===== src/rtl/l1_dm_cache.sv =====
// l1_dm_cache: direct-mapped, write-through, no-write-allocate L1 with a 16-byte line.
// Latency: a read hit returns one cycle after sampling and completes in two cycles; a miss refills four beats, then looks the address up again.
// Backpressure: the core holds its request until the ready pulse; mem_req_* stay stable until mem_req_ready is seen.
// Ports: clk/rst (synchronous, active-high); core_req/core_resp (core side, packed structs);
//        mem_req_valid/we/addr/wdata/wstrb with mem_req_ready (backing-memory request);
//        mem_resp_valid/mem_resp_rdata (read beat or write acknowledge).

package l1_dm_cache_pkg;
   typedef struct packed {
      logic        valid;
      logic        we;
      logic [31:0] addr;
      logic [31:0] wdata;
      logic [3:0]  wstrb;
   } mem_req_t;

   typedef struct packed {
      logic        ready;
      logic [31:0] rdata;
   } mem_resp_t;
endpackage

module l1_dm_cache
   import l1_dm_cache_pkg::*;
#(
   parameter int LINES          = 16,
   parameter int WORDS_PER_LINE = 4
) (
   input  logic        clk,
   input  logic        rst,
   input  mem_req_t    core_req,
   output mem_resp_t   core_resp,
   output logic        mem_req_valid,
   output logic        mem_req_we,
   output logic [31:0] mem_req_addr,
   output logic [31:0] mem_req_wdata,
   output logic [3:0]  mem_req_wstrb,
   input  logic        mem_req_ready,
   input  logic        mem_resp_valid,
   input  logic [31:0] mem_resp_rdata
);

   localparam int IDX_W  = $clog2(LINES);
   localparam int WORD_W = $clog2(WORDS_PER_LINE);
   localparam int TAG_W  = 32 - 4 - IDX_W;

   typedef enum logic [2:0] {IDLE, RESP, REFILL_REQ, REFILL_DATA, WR_REQ, WR_ACK} state_t;

   state_t state_q, state_d;

   logic [LINES-1:0]  valid_q;
   logic [TAG_W-1:0]  tag_q  [LINES];
   logic [31:0]       data_q [LINES][WORDS_PER_LINE];
   logic [WORD_W-1:0] beat_q;
   logic [31:0]       lat_addr;
   logic [31:0]       lat_wdata;
   logic [3:0]        lat_wstrb;
   logic [31:0]       rdata_q;

   // Lookup fields of the live request and of the latched (refill/write) address.
   logic [IDX_W-1:0]  req_idx, lat_idx;
   logic [TAG_W-1:0]  req_tag, lat_tag;
   logic [WORD_W-1:0] req_word;
   logic              hit;
   logic              unused_addr_lsb;

   assign req_idx         = core_req.addr[4 +: IDX_W];
   assign req_tag         = core_req.addr[31 -: TAG_W];
   assign req_word        = core_req.addr[2 +: WORD_W];
   assign lat_idx         = lat_addr[4 +: IDX_W];
   assign lat_tag         = lat_addr[31 -: TAG_W];
   assign hit             = valid_q[req_idx] && (tag_q[req_idx] == req_tag);
   assign unused_addr_lsb = ^core_req.addr[1:0];

   logic last_beat;
   assign last_beat = (state_q == REFILL_DATA) && mem_resp_valid && (beat_q == '1);

   always_ff @(posedge clk) begin
      if (rst) state_q <= IDLE;
      else     state_q <= state_d;
   end

   always_comb begin
      state_d         = state_q;
      core_resp.ready = 1'b0;
      core_resp.rdata = rdata_q;
      mem_req_valid   = 1'b0;
      mem_req_we      = 1'b0;
      mem_req_addr    = 32'h0;
      mem_req_wdata   = 32'h0;
      mem_req_wstrb   = 4'h0;
      case (state_q)
         IDLE: begin
            if (core_req.valid) begin
               if (core_req.we) state_d = WR_REQ;
               else if (hit)    state_d = RESP;
               else             state_d = REFILL_REQ;
            end
         end
         RESP: begin
            core_resp.ready = 1'b1;
            state_d         = IDLE;
         end
         REFILL_REQ: begin
            mem_req_valid = 1'b1;
            mem_req_addr  = lat_addr;
            if (mem_req_ready) state_d = REFILL_DATA;
         end
         REFILL_DATA: begin
            // Refill ends silently; the re-lookup in IDLE produces the response.
            if (last_beat) state_d = IDLE;
         end
         WR_REQ: begin
            mem_req_valid = 1'b1;
            mem_req_we    = 1'b1;
            mem_req_addr  = lat_addr;
            mem_req_wdata = lat_wdata;
            mem_req_wstrb = lat_wstrb;
            if (mem_req_ready) state_d = WR_ACK;
         end
         WR_ACK: begin
            if (mem_resp_valid) state_d = RESP;
         end
         default: state_d = IDLE;
      endcase
   end

   // Control state: valid bits, beat counter, latched request, response data.
   always_ff @(posedge clk) begin
      if (rst) begin
         valid_q   <= '0;
         beat_q    <= '0;
         lat_addr  <= 32'h0;
         lat_wdata <= 32'h0;
         lat_wstrb <= 4'h0;
         rdata_q   <= 32'h0;
      end else begin
         case (state_q)
            IDLE: begin
               if (core_req.valid) begin
                  if (core_req.we) begin
                     lat_addr  <= {core_req.addr[31:2], 2'b00};
                     lat_wdata <= core_req.wdata;
                     lat_wstrb <= core_req.wstrb;
                  end else if (hit) begin
                     rdata_q <= data_q[req_idx][req_word];
                  end else begin
                     // The victim is invalidated up front so a line left
                     // half-written by an abandoned refill can never hit.
                     lat_addr         <= {core_req.addr[31:4], 4'h0};
                     valid_q[req_idx] <= 1'b0;
                     beat_q           <= '0;
                  end
               end
            end
            REFILL_DATA: begin
               if (mem_resp_valid) beat_q <= beat_q + 1'b1;
               if (last_beat)      valid_q[lat_idx] <= 1'b1;
            end
            default: ;
         endcase
      end
   end

   // Tag and data arrays carry no reset; the valid bits qualify them.
   always_ff @(posedge clk) begin
      if (!rst) begin
         if (state_q == IDLE && core_req.valid && core_req.we && hit) begin
            for (int b = 0; b < 4; b++) begin
               if (core_req.wstrb[b]) data_q[req_idx][req_word][8*b +: 8] <= core_req.wdata[8*b +: 8];
            end
         end
         if (state_q == REFILL_DATA && mem_resp_valid) data_q[lat_idx][beat_q] <= mem_resp_rdata;
         if (last_beat) tag_q[lat_idx] <= lat_tag;
      end
   end

endmodule


===== config.mk =====
export PLATFORM = sky130hd
export DESIGN_NAME = l1_dm_cache
export DESIGN_NICKNAME = d
export VERILOG_FILES = /design/src/rtl/l1_dm_cache.sv
export SDC_FILE = /design/constraint.sdc
export NUM_CORES = 2
export LEC_CHECK = 0
export ABC_AREA = 1
export CORE_MARGIN = 3
export CORE_UTILIZATION = 42
export DETAILED_ROUTE_END_ITERATION = 12
export DONT_BUFFER_PORTS = 1
export GPL_ROUTABILITY_DRIVEN = 0
export PLACE_DENSITY_LB_ADDON = 0.08
export SYNTH_ARGS = -nofsm -noshare
export SYNTH_HDL_FRONTEND = slang
export SYNTH_SLANG_ARGS = --single-unit

===== constraint.sdc =====
create_clock -name clk -period 3.85 [get_ports clk]
set_clock_uncertainty 0.15 [all_clocks]
set_input_delay 0.77 -clock clk [delete_from_list [all_inputs] [get_ports clk]]
set_output_delay 0.77 -clock clk [all_outputs]
set_load 0.01 [all_outputs]

==> run metrics <==
status=complete, no violations; worst vdd rail ir drop=0.337 mV; crit share post-route=93.1%; die height=491 um; Hold Crit Class=input pin to register; adder-cell share of the synthesized area=0.0506%; # DRC=0; Mapped Avg Cell Area=13.7 um^2; register bit total from synthesis=2551; critical-path cell with the highest stage delay=nor2_1; post-synthesis mux area share=0.365%; worst setup margin=0.267 ns; initial antenna violation count=22; Pwr Density=528 nW/um^2; first-pass GRT wire length=442 mm; die area=241000 um^2; CTS tree=yes; main combinational cell family by area after synthesis=compound AO/OA/AOI/OAI gates; via/cell ratio=5.61; EDFF count, synth=2432; via count=62900; vias in the first global route=61300; # rows=177; Max Buffers Root-to-Sink=4; met1 Use GR=35.4%; Setup violations, final=0; CP required=4.29 ns; Die Span X=491 um; CP delay by family, top=simple AND/OR/NAND/NOR gates; met2 usage=41.1%; DR WL/cell=27.6 um; RSZ-0062 raised after global routing=false; Total GRT Usage=25.1%; Crit path top cell by count=nand2_1; dominant synthesized flop cell=edfxtp_1; cell breakdown of the critical path=inv_1, nand2_1, nor2_2, inv_2, nor2_1, nand2_1, inv_2, nand2_1, nand4_4, buf_4, nor2_1, nand2_1, nand2_1, buf_12, inv_2, buf_12, nor2_1, buf_4; largest cells by area after synthesis=edfxtp_1, a22oi_1, nand2_1, dfxtp_1, a21oi_1; Clock transition at path regs=0.06 ns; Crit Path Category=register to register; drt initial violations=6546; layout cells sized above 1=14.9%; crit path capture type=register; Fmax achieved=279 MHz; P&R area growth vs syn=18.8%; H-Tree Depth=5; Finished Core Util=50.3%; max-slew violations=0; Core Area=233000 um^2; Post-Synthesis Cell Area=98800 um^2; CP bufs+invs=8; post-synthesis simple-gate area fraction=9.22%; final period demand of the worst path=3.58 ns; Final Hold Vio Count=0; met3 GRT Util=3.85%; Worst EP arrival=4.02 ns; nets@finish=7967; Pleak=40.9 nW; top-area cell type share of the netlist area=73.9%; WL final=310 mm; Starting Density=42.3%; placed instance area=108000 um^2; total global routing overflow=0; compound-cell area share of the yosys netlist=11.5%; Worst-Skew Late Latency=0.92 ns; slowest stage delay, CP=0.53 ns; global route hottest layer=met2; largest net degree at the start of global routing=178; sequential area share after synthesis=76.3%; CTS root buf=clkbuf_16; Finished Cell Area=117000 um^2; largest area contributor in the netlist=edfxtp_1; final setup TNS=0 ns; Worst Tran Pin Value=1.09 ns; I/O Pins=209; Synth Area in XOR/XNOR=0%; 1st-pass router iterations=6; slew margin rel.=26.7%; cts bufs inserted=291; Synth Warn #=0; port bufs=0; Synth Instances=7224; Synth cell types=43; ys async rst share=0%; CP max FO=18; Clock Sinks=2551; type of origin of the critical path=register; Final ANT Viol Nets=0; Setup WS pre-CTS=-0.405 ns; MaxCap Viol Count=0; Post-DP HPWL=188 mm
-- path summary, 6_finish.rpt --
check	startpoint	to	slack, ns	cells after the start
worst min register to register	lat_wdata[8]$_SDFFE_PP0P_	lat_wdata[8]$_SDFFE_PP0P_	0.30	2
worst max register to register	state_q[2]$_SDFFE_PP0P_	data_q[8][15]$_DFFE_PP_	0.27	18
worst max-delay path	state_q[2]$_SDFFE_PP0P_	data_q[8][15]$_DFFE_PP_	0.27	18
worst min-delay path	core_req[39]	rdata_q[19]$_SDFFE_PP0P_	0.09	4
-- layout by cell type, fill, tap and decap left out, types with 86 or more instances in the layout --
cell and instances:
inv_1 134, buf_12 113, nand2_1 1616, dfxtp_1 119, a22oi_1 1040, clkbuf_16 296, nor2_1 501, buf_4 596
nand3_1 86, edfxtp_1 2432, o21ai_0 138, a21oi_1 396
-- repair_timing --
action / CTS / global route
gates resized for setup: 2 / 7
setup endpoints to repair: 26 / 2018
hold buffers: 83 / 0
setup buffers: 0 / 0
hold endpoints to repair: 70 / 0
pin swaps: 0 / 0
-- report_power, final --
part,switching (W),internal (W)
clock network,0.0107,0.0150
registers,0.000418,0.0309
logic,0.00346,0.00145
total,0.0146,0.0473
-- metal layers --
layer  up-vias  routed length (um)
li1      28300                   -
met1     32100              134000
met2      2181              149000
met3       382               19800
met4         0                6600
met5         -                   0
-- metrics by stage --
step / power, W / std cells / hold slack, ns
after detailed placement: 0.0367 / 10600 / 0.296
after global placement: 0.0366 / 10600 / 0.288
after global routing: 0.0640 / 11200 / 0.0647
final: 0.0619 / 11200 / 0.0903
after CTS: 0.0624 / 11200 / 0.00236
after floorplan: 0.0344 / 7225 / 0.280
-- layout make-up --
cell class,instances,area [um^2]
Fill cell,20200,116000
Clock buffer,374,7780
Antenna cell,12,30.0
Sequential cell,2551,75400
Inverter,164,642
Clock inverter,124,900
Timing Repair Buffer,791,7560
Multi-Input combinational cell,4058,21100
Tap cell,3132,3920
-- cells in the mapped netlist, types with 2 or more instances --
master and n:
edfxtp_1 2432, o21ai_0 139, buf_1 70, o31ai_1 50
o211ai_1 3, a211oi_1 3, o211a_1 9, nand2_2 2
nor2_2 4, nor4_1 28, nor3_2 4, buf_4 5
mux2_2 32, nand3_1 86, and2_1 2, o31a_1 12
a21oi_1 396, dfxtp_1 119, a22oi_1 1040, buf_6 12
clkinv_1 3, nor3_1 10, o41ai_1 6, or2_2 3
clkbuf_1 263, nand2_1 1633, ha_1 4, nand4_1 33
buf_2 102, inv_2 21, a211o_1 10, o21ai_1 8
inv_1 139, o2111ai_1 2, o21bai_1 6, nor2_1 526
-- worst register-to-register path: cells and delay by family, from the launching register on --
family | cells | cell delay (ns)
buffers and inverters | 8 | 1.02
AND/OR/NAND/NOR | 10 | 1.71
flip-flops | 1 | 0.38
-- registers in the layout (all words and copies together), names as in the netlist --
name,flops
data_q,2048
tag_q,384
lat_wdata,32
rdata_q,32
lat_addr,30
valid_q,16
lat_wstrb,4
state_q,3
beat_q,2
-- kinds of logic after synthesis --
kind of cell,Yosys count
DFF,2551
buffers and inverters,616
AOI/OAI and AO/OA,1686
muxes,32
other,1
adders and majority gates,4
and+or+nand+nor,2334
(Power assumes the default switching activity.)
